**src/rtl/alu_mul_seq.sv**
```systemverilog
// Shares one ALU between the pipeline datapath and an unsigned 32x32->64
// shift-add multiplier that adds through the ALU one multiplier bit per cycle.
module alu_mul_seq (
  input  logic        clk,
  input  logic        rst_n,
  input  logic [31:0] dp_in1,
  input  logic [31:0] dp_in2,
  input  logic [3:0]  dp_ctr,
  input  logic        start,
  input  logic [31:0] mul_a,
  input  logic [31:0] mul_b,
  output logic [31:0] alu_in1,
  output logic [31:0] alu_in2,
  output logic [3:0]  alu_ctr,
  input  logic [31:0] alu_res,
  output logic        busy,
  output logic        done,
  output logic [31:0] hi,
  output logic [31:0] lo
);

  typedef enum logic [1:0] {
    S_IDLE = 2'b00,
    S_RUN  = 2'b01,
    S_DONE = 2'b10
  } state_t;

  state_t      r_state;
  state_t      w_next;
  logic [31:0] r_mand;
  logic [31:0] r_hi;
  logic [31:0] r_lo;
  logic [5:0]  r_cnt;
  logic [31:0] w_addend;
  logic        w_carry;

  // Next-state decode: RUN lasts exactly 32 cycles, DONE exactly one.
  always_comb begin
    w_next = r_state;
    case (r_state)
      S_IDLE: begin
        if (start) w_next = S_RUN;
        else       w_next = S_IDLE;
      end
      S_RUN: begin
        if (r_cnt == 6'd31) w_next = S_DONE;
        else                w_next = S_RUN;
      end
      S_DONE:  w_next = S_IDLE;
      default: w_next = S_IDLE;
    endcase
  end

  // ALU input mux; the ALU has no carry-out, so the add carry is rebuilt from MSBs.
  always_comb begin
    w_addend = r_lo[0] ? r_mand : 32'd0;
    w_carry  = (r_hi[31] & w_addend[31]) |
               ((r_hi[31] | w_addend[31]) & ~alu_res[31]);
    if (r_state == S_RUN) begin
      alu_in1 = r_hi;
      alu_in2 = w_addend;
      alu_ctr = 4'b0010;
    end else begin
      alu_in1 = dp_in1;
      alu_in2 = dp_in2;
      alu_ctr = dp_ctr;
    end
  end

  // State register.
  always_ff @(posedge clk or negedge rst_n) begin
    if (!rst_n) r_state <= S_IDLE;
    else        r_state <= w_next;
  end

  // Multiplier registers: load on accepted start, shift the 65-bit sum right each RUN cycle.
  always_ff @(posedge clk or negedge rst_n) begin
    if (!rst_n) begin
      r_mand <= 32'd0;
      r_hi   <= 32'd0;
      r_lo   <= 32'd0;
      r_cnt  <= 6'd0;
    end else begin
      case (r_state)
        S_IDLE: begin
          if (start) begin
            r_mand <= mul_a;
            r_hi   <= 32'd0;
            r_lo   <= mul_b;
            r_cnt  <= 6'd0;
          end
        end
        S_RUN: begin
          {r_hi, r_lo} <= {w_carry, alu_res, r_lo[31:1]};
          r_cnt        <= r_cnt + 6'd1;
        end
        default: begin
          r_cnt <= r_cnt;
        end
      endcase
    end
  end

  assign busy = (r_state != S_IDLE);
  assign done = (r_state == S_DONE);
  assign hi   = r_hi;
  assign lo   = r_lo;

endmodule

```
**config.mk**
```make
export PLATFORM = sky130hd
export DESIGN_NAME = alu_mul_seq
export DESIGN_NICKNAME = d
export VERILOG_FILES = /design/src/rtl/alu_mul_seq.sv
export SDC_FILE = /design/constraint.sdc
export NUM_CORES = 1
export LEC_CHECK = 0
export BUFFER_PORTS_ARGS = -buffer_cell sky130_fd_sc_hd__clkbuf_2
export CAP_MARGIN = 20
export CORE_MARGIN = 1
export CORE_UTILIZATION = 35
export CTS_CLUSTER_SIZE = 28
export DETAILED_ROUTE_END_ITERATION = 10
export PLACE_DENSITY = 0.67
export SETUP_SLACK_MARGIN = 0.15
export SYNTH_ARGS = -nofsm -noshare
export SYNTH_HDL_FRONTEND = slang
export SYNTH_SLANG_ARGS = --single-unit
```
**constraint.sdc**
```tcl
create_clock -name clk -period 1.55 [get_ports clk]
set_input_delay 0.0775 -clock clk [delete_from_list [all_inputs] [get_ports clk]]
set_output_delay 0.0775 -clock clk [all_outputs]
set_load 0.01 [all_outputs]
```
==> summary.txt, run 1 <==
Worst setup path
  • Flop2flop setup slack: -130 ps
  • Crit path largest cell delay: 440 ps
  • Setup CP Type: flip-flop to output pin
  • Crit path DAT: 1630 ps
  • Req. time, crit path: 1470 ps
  • Worst path cell trace: nand2b_4, buf_12, buf_12, buf_16, nand2_2, nand2_1, buf_2
  • Crit end category: output pin
  • Worst Setup SP: r_state[1]$_DFF_PN0_
  • Buffers plus inverters on the worst setup path: 4
  • CP Launch Type: flip-flop
  • Crit path max-delay cell type: dfrtp_2
  • Worst R2R Path Depth: 6
  • Worst R2R Start: r_state[1]$_DFF_PN0_
  • Critical Path Sink: alu_in1[9]
  • Worst-path fanout max: 6
  • WP depth: 7
  • Cell mode on critical path: buf_12
  • Top delay family on crit path: buffers and inverters
  • R2R Path End: lo[17]$_DFFE_PN0P_

Final layout
  • Filler cells: 1,084
  • # nets final: 1,263
  • Layout Utilization: 68.2%
  • Area occupied by multi-input gates: 2610 µm²
  • Fin area: 9580 µm²
  • Share of cells above drive strength 1: 42.9%
  • Non-filler cells, final: 1,280
  • Register area: 2600 µm²
  • Synth-to-Final Area Change: 88.2%
  • # diodes: 0

Timing
  • Tmin final: 1710 ps
  • Setup WS post-layout: -158 ps
  • Slew Limit Fails: 0
  • Endpoints failing setup: 161
  • Rel. slew slack: 61.3%
  • Final Skew: 9.34 ps
  • Least-Margin Pin Slew: 581 ps
  • WHS: 19.6 ps
  • Final hold vios: 0
  • Final Cycle Share: 110%
  • RSZ-0062 raised after global routing: true
  • Fmax: 585 MHz

Clocking
  • Clk Latency, worst-skew pair: 350 ps
  • CTS tree: built
  • Max clock buf depth: 2
  • # clock sinks: 104
  • Max H-tree Level: 3
  • Clock root buffer: clkbuf_16
  • CTS Buf Count: 9
  • Reg clk slew, reported paths: 70 ps

Floorplan
  • Initial Util: 36.3%
  • Die width: 123 µm
  • DIE AREA: 15,000 µm²
  • Core area: 14,000 µm²
  • Die height: 123 µm
  • IO Pins: 301
  • Row cnt: 43

Synthesis
  • Commonest cells post-synth: nand2_1 (321), dfrtp_1 (104), nand3_1 (66), buf_2 (36), nor3_1 (34)
  • Syn_nets: 838
  • Synth async-reset ratio: 100%
  • Top FF cell, synth: dfrtp_1
  • Most frequent cell after synthesis: nand2_1
  • Number of synthesized register bits: 104
  • Register area share after synthesis: 51.1%
  • Yosys cell types: 27
  • Share of the synthesized area in the top cell type: 51.1%
  • Top cells by area, synth: dfrtp_1 (51%), nand2_1 (24%), nand3_1 (6.5%)
  • Syn Area/Cell: 7.60 µm²
  • Synthesized area: 5090 µm²
  • Area leader, netlist: dfrtp_1
  • Yosys warning count: 0
  • EDFF count, synth: 0
  • Cells after synthesis: 670

Power and ir drop
  • Internal power: 10.3 mW
  • Reg power frac: 28.7%
  • P_sw: 7.20 mW
  • Clock power share: 14.3%
  • Logic pwr share: 57.1%
  • Worst IR Drop VDD: 0.000925 V
  • Pleak: 5.08 nW
  • Switch share: 41.1%
  • PwrDens: 1830 nW/µm²

Global route
  • Initial antenna violation count: 0
  • Largest net degree at the start of global routing: 105
  • Grt ovf: 0
  • First-pass GRT wire length: 30.8 mm
  • GRT Resource Usage Total: 27.5%
  • Vias in the first global route: 5,809

Hold path
  • Tightest Hold Check Type: primary input to flip-flop
  • Worst Hold Depth: 3

Route
  • Remaining antenna violation count after routing: 0
  • Via count of the routed design: 6,458
  • WL final: 22.0 mm
  • Drc violations: 0
  • TritonRoute pass-1 iters: 4
  • First-iteration detailed-routing DRC count: 476
  • Wire length per cell: 17.2 µm
  • Vias per cell: 5.05

Placed design
  • Inst Count DP: 1,115
  • Hpwl dp: 11.0 mm
  • Port buffer count: 300
  • Post-DP Area: 6830 µm²
  • Routability cong.: 0.779

Run status
  • Status: finished, violations left
  • Failing checks: negative setup slack

Flow run
  • Max-Cap Viols: 0
state kept, by name (all words and copies together), names as in the netlist:
| register | flops |
|---|---|
| hi | 32 |
| r_state | 2 |
| r_cnt | 6 |
| lo | 32 |
| r_mand | 32 |
what timing repair did:
| item | CTS | global route |
|---|---|---|
| hold endpoints to repair | 195 | 0 |
| hold buffers | 92 | 0 |
| resized for setup | 54 | 125 |
| setup endpoints to repair | 160 | 172 |
| cloned | 22 | 3 |
| pin swaps | 2 | 13 |
| buffers inserted | 29 | 3 |
worst min path at each step:
stage	to	startpoint	slack (ps)
final	lo[9]$_DFFE_PN0P_	mul_b[9]	20
after global routing	lo[9]$_DFFE_PN0P_	mul_b[9]	30
after CTS	lo[9]$_DFFE_PN0P_	mul_b[9]	2
after detailed placement	r_mand[23]$_DFFE_PN0P_	rst_n	200
after global placement	r_mand[23]$_DFFE_PN0P_	rst_n	190
after floorplan	hi[0]$_DFFE_PN0P_	rst_n	-220
layout make-up:
class,count,share of cell area (%)
timing repair buffer,465,39.9
multi-input combinational,514,27.2
sequential,104,27.2
clock buffer,11,2.53
tap,180,2.35
clock inverter,5,0.836
inverter,1,0.0392
cell usage in the layout (no fill, tap or decap), types with 3 or more instances in the layout:
cell type,n
nand3_1,37
buf_2,43
o22ai_1,17
o22ai_2,15
buf_12,14
bufbuf_16,4
dlygate4sd3_1,92
nand3_2,28
o21ai_0,3
nand2_2,25
buf_4,17
and2_1,3
nand2_1,295
nor2_1,33
nor3_1,29
clkbuf_2,248
buf_16,20
dfrtp_1,103
buf_6,22
clkbuf_16,12
nor3_2,5
cells by family (layout without fill, tap and decap cells):
| kind of cell | after synthesis | after routing | share of synthesized area, % |
|---|---|---|---|
| buf+inv | 53 | 482 | 5.23 |
| flops | 104 | 104 | 51.1 |
| compound gates | 45 | 45 | 5.58 |
| fa+ha+maj | 1 | 1 | 0.246 |
| xor+xnor | 1 | 1 | 0.172 |
| mux | 1 | 1 | 0.197 |
| simple gates | 465 | 466 | 37.5 |
power groups by stage:
stage                     logic [mW]  clock network, mW  registers [mW]
after detailed placement        6.91                  0            4.89
after CTS                       9.19               2.54            4.89
after global routing            10.8               2.66            5.15
after global placement          6.82                  0            4.86
after floorplan                 3.85                  0            4.95
final                           10.0               2.50            5.02
per-stage QoR:
step | power, mW | worst slack (ps) | setup TNS (ps)
after global routing | 18.6 | -204 | -20480
after global placement | 11.7 | 92.8 | 0
after detailed placement | 11.8 | 78.4 | 0
final | 17.5 | -158 | -11630
after floorplan | 8.80 | 165 | 0
after CTS | 16.6 | -125 | -10930
per-layer routing:
metal	vias to the layer above	part of all wire (%)	GRT usage [%]	routed length, µm
met5	-	0	0	0
met4	0	1.6	7.62	360
met3	31	5.7	3.25	1250
met2	288	52	49.5	11400
met1	3105	41	34.4	9020
li1	3034	-	-	-
tightest hold or removal path: cells and delay by family:
family                 cells  cell delay, ps
buffers and inverters      1             100
AOI/OAI and AO/OA          1              90
and+or+nand+nor            1              60
Note: power is estimated with default switching activity, not from simulation.
==> inputs of run 2 (changes only) <==
--- a/config.mk
+++ b/config.mk
@@ -7,12 +7,13 @@
 export LEC_CHECK = 0
 export BUFFER_PORTS_ARGS = -buffer_cell sky130_fd_sc_hd__clkbuf_2
 export CAP_MARGIN = 20
-export CORE_MARGIN = 1
-export CORE_UTILIZATION = 35
+export CORE_AREA = 2 2 118 120
 export CTS_CLUSTER_SIZE = 28
 export DETAILED_ROUTE_END_ITERATION = 10
-export PLACE_DENSITY = 0.67
+export DIE_AREA = 0 0 120 122
+export PLACE_DENSITY = 0.72
 export SETUP_SLACK_MARGIN = 0.15
+export SLEW_MARGIN = 40
 export SYNTH_ARGS = -nofsm -noshare
 export SYNTH_HDL_FRONTEND = slang
 export SYNTH_SLANG_ARGS = --single-unit
==> run 2 against run 1 <==
The flow finishes with violations (negative hold slack, negative setup slack). Register-to-register slack got worse by 90 ps. Clock skew rose by 0.78 ps. Global-route usage rose by 0.43 points. Combinational power rose by 9%. Die area fell by 2.6%. Sequential share of layout area fell by 0.91 points. Clock power fell by 10%. Maximum frequency fell by 3.6%. Count of clock-buffer cells in the layout fell by 2. Design area rose by 3.4%. Utilization rose by 5.2 points. Non-clock buffer count rose by 21. Critical endpoint is now lo[13]$_DFFE_PN0P_. Largest power group unchanged.
==> summary.txt, run 2 (synthesized netlist as in run 1, its figures left out) <==
Run status
  • Status: finished, violations left
  • Failing checks: negative hold slack, negative setup slack

Global route
  • GRT Resource Usage Total: 27.9%
  • Initial antenna violation count: 0
  • First-pass GRT wire length: 31.8 mm
  • Largest net degree at the start of global routing: 45
  • Grt ovf: 0
  • Vias in the first global route: 6,173

Timing
  • Endpoints failing setup: 169
  • Fmax: 564 MHz
  • Final hold vios: 1
  • WHS: -0.571 ps
  • Rel. slew slack: 68.5%
  • Setup WS post-layout: -221 ps
  • Slew Limit Fails: 0
  • Least-Margin Pin Slew: 473 ps
  • RSZ-0062 raised after global routing: true
  • Final Skew: 10.1 ps
  • Tmin final: 1770 ps
  • Final Cycle Share: 114%

Hold path
  • Worst Hold Depth: 3
  • Tightest Hold Check Type: primary input to flip-flop
  • Worst min-delay path startpoint: mul_b[7]
  • End of the worst hold path: lo[7]$_DFFE_PN0P_

Placed design
  • Hpwl dp: 11.7 mm
  • Port buffer count: 300
  • Routability cong.: 0.793
  • Inst Count DP: 1,127

Final layout
  • # nets final: 1,283
  • Most frequent cells in the layout: nand2_1 (273), clkbuf_2 (258), dfrtp_1 (103), dlygate4sd3_1 (94), nand3_1 (52)
  • Non-filler cells, final: 1,300
  • Most common cell after layout, fill and taps aside: nand2_1
  • # diodes: 0
  • Layout Utilization: 73.4%
  • Share of cells above drive strength 1: 45.7%
  • Synth-to-Final Area Change: 94.7%

Floorplan
  • Initial Util: 37.7%
  • Row cnt: 43
  • Core area: 13,500 µm²
  • Die height: 122 µm
  • DIE AREA: 14,600 µm²
  • IO Pins: 301
  • Die width: 120 µm

Worst setup path
  • Flop2flop setup slack: -220 ps
  • Crit path DAT: 2030 ps
  • Worst R2R Path Depth: 6
  • CP Launch Type: flip-flop
  • Crit end category: flip-flop
  • Worst-path fanout max: 9
  • Req. time, crit path: 1810 ps
  • Setup CP Type: flip-flop to flip-flop
  • Worst R2R Start: r_state[1]$_DFF_PN0_
  • R2R Path End: lo[13]$_DFFE_PN0P_

Power and ir drop
  • P_sw: 7.88 mW
  • Logic pwr share: 59.5%
  • Total power: 18.3 mW
  • Switch share: 43.2%
  • Worst IR Drop VDD: 0.000899 V
  • Pleak: 5.23 nW
  • Internal power: 10.4 mW
  • Reg power frac: 28.2%
  • Clock power share: 12.3%
  • PwrDens: 1840 nW/µm²

Route
  • Via count of the routed design: 6,784
  • TritonRoute pass-1 iters: 7
  • Vias per cell: 5.22
  • First-iteration detailed-routing DRC count: 582
  • WL final: 24.3 mm
  • Drc violations: 0
  • Remaining antenna violation count after routing: 0
  • Wire length per cell: 18.7 µm

Clocking
  • Max clock buf depth: 2
  • CTS Buf Count: 9
  • Max H-tree Level: 3
  • CTS tree: built
  • Clk Latency, worst-skew pair: 360 ps
  • Reg clk slew, reported paths: 80 ps
  • # clock sinks: 104
  • Clock root buffer: clkbuf_16

Flow run
  • Max-Cap Viols: 0
==> run 2: cell count changes in the layout (fill, tap and decap cells not counted), moves of 14 or more <==
cell	previous run	this run
buf_2	43	23
nand2_4	1	18
nand3_1	37	52
nand3_2	28	13
buf_4	17	33
buf_6	22	36
nand2_1	295	273
==> run 2: power by group through the flow <==
stage | combinational (mW) | sequential, mW | clock (mW)
after CTS | 8.63 | 4.87 | 2.26
after detailed placement | 7.02 | 4.88 | 0
after floorplan | 3.85 | 4.95 | 0
after global routing | 11.6 | 5.26 | 2.42
after global placement | 6.89 | 4.84 | 0
final | 10.9 | 5.15 | 2.24
==> run 2: metrics by stage <==
stage	cell area [µm²]	setup slack, ps	hold slack [ps]	setup TNS, ps
final	9910	-221	-0.571	-20920
after global routing	9910	-248	5.38	-28790
after CTS	8910	-140	2.75	-10020
after detailed placement	6940	53.4	56.6	0
after global placement	6940	91.5	54.6	0
after floorplan	5090	165	-218	0
==> run 2: cell type report <==
type,count,area (µm²)
Clock inverter,7,56.3
Multi-Input combinational cell,513,2800
Fill cell,875,3590
Timing Repair Buffer,486,4000
Inverter,1,3.75
Sequential cell,104,2600
Tap cell,180,225
Clock buffer,9,225
==> run 2: how the worst max path moves through the flow <==
stage / start / endpoint / cells past startpoint
finish: r_state[1]$_DFF_PN0_ / lo[13]$_DFFE_PN0P_ / 6
global route: r_state[1]$_DFF_PN0_ / lo[13]$_DFFE_PN0P_ / 6
CTS: r_state[0]$_DFF_PN0_ / alu_in2[24] / 6
detailed placement: r_state[1]$_DFF_PN0_ / lo[30]$_DFFE_PN0P_ / 4
global placement: r_state[1]$_DFF_PN0_ / hi[31]$_DFFE_PN0P_ / 4
floorplan: r_state[0]$_DFF_PN0_ / r_cnt[3]$_DFFE_PN0P_ / 5
==> run 2: routing by layer <==
layer	global-route usage [%]	vias to the layer above	part of all wire [%]
met1	34.4	3201	38
met3	5.62	92	7.4
met4	12.7	0	4.1
li1	-	3082	-
met5	0	-	0
met2	47.3	409	51
==> run 2: critical path: stages, from the launching register on <==
cell       delay [ps]
dfrtp_2           450
buf_6             140
or3b_4            500
buf_4             180
clkbuf_16         160
o22ai_1           160
nor2_1             80
==> run 2: timing repair <==
action,4_1_cts,5_1_grt
resized for setup,47,173
setup endpoints to repair,159,173
endpoints found under the hold margin,120,0
gates cloned,13,11
hold buffers,94,0
setup buffers,20,19
pin swaps,16,79
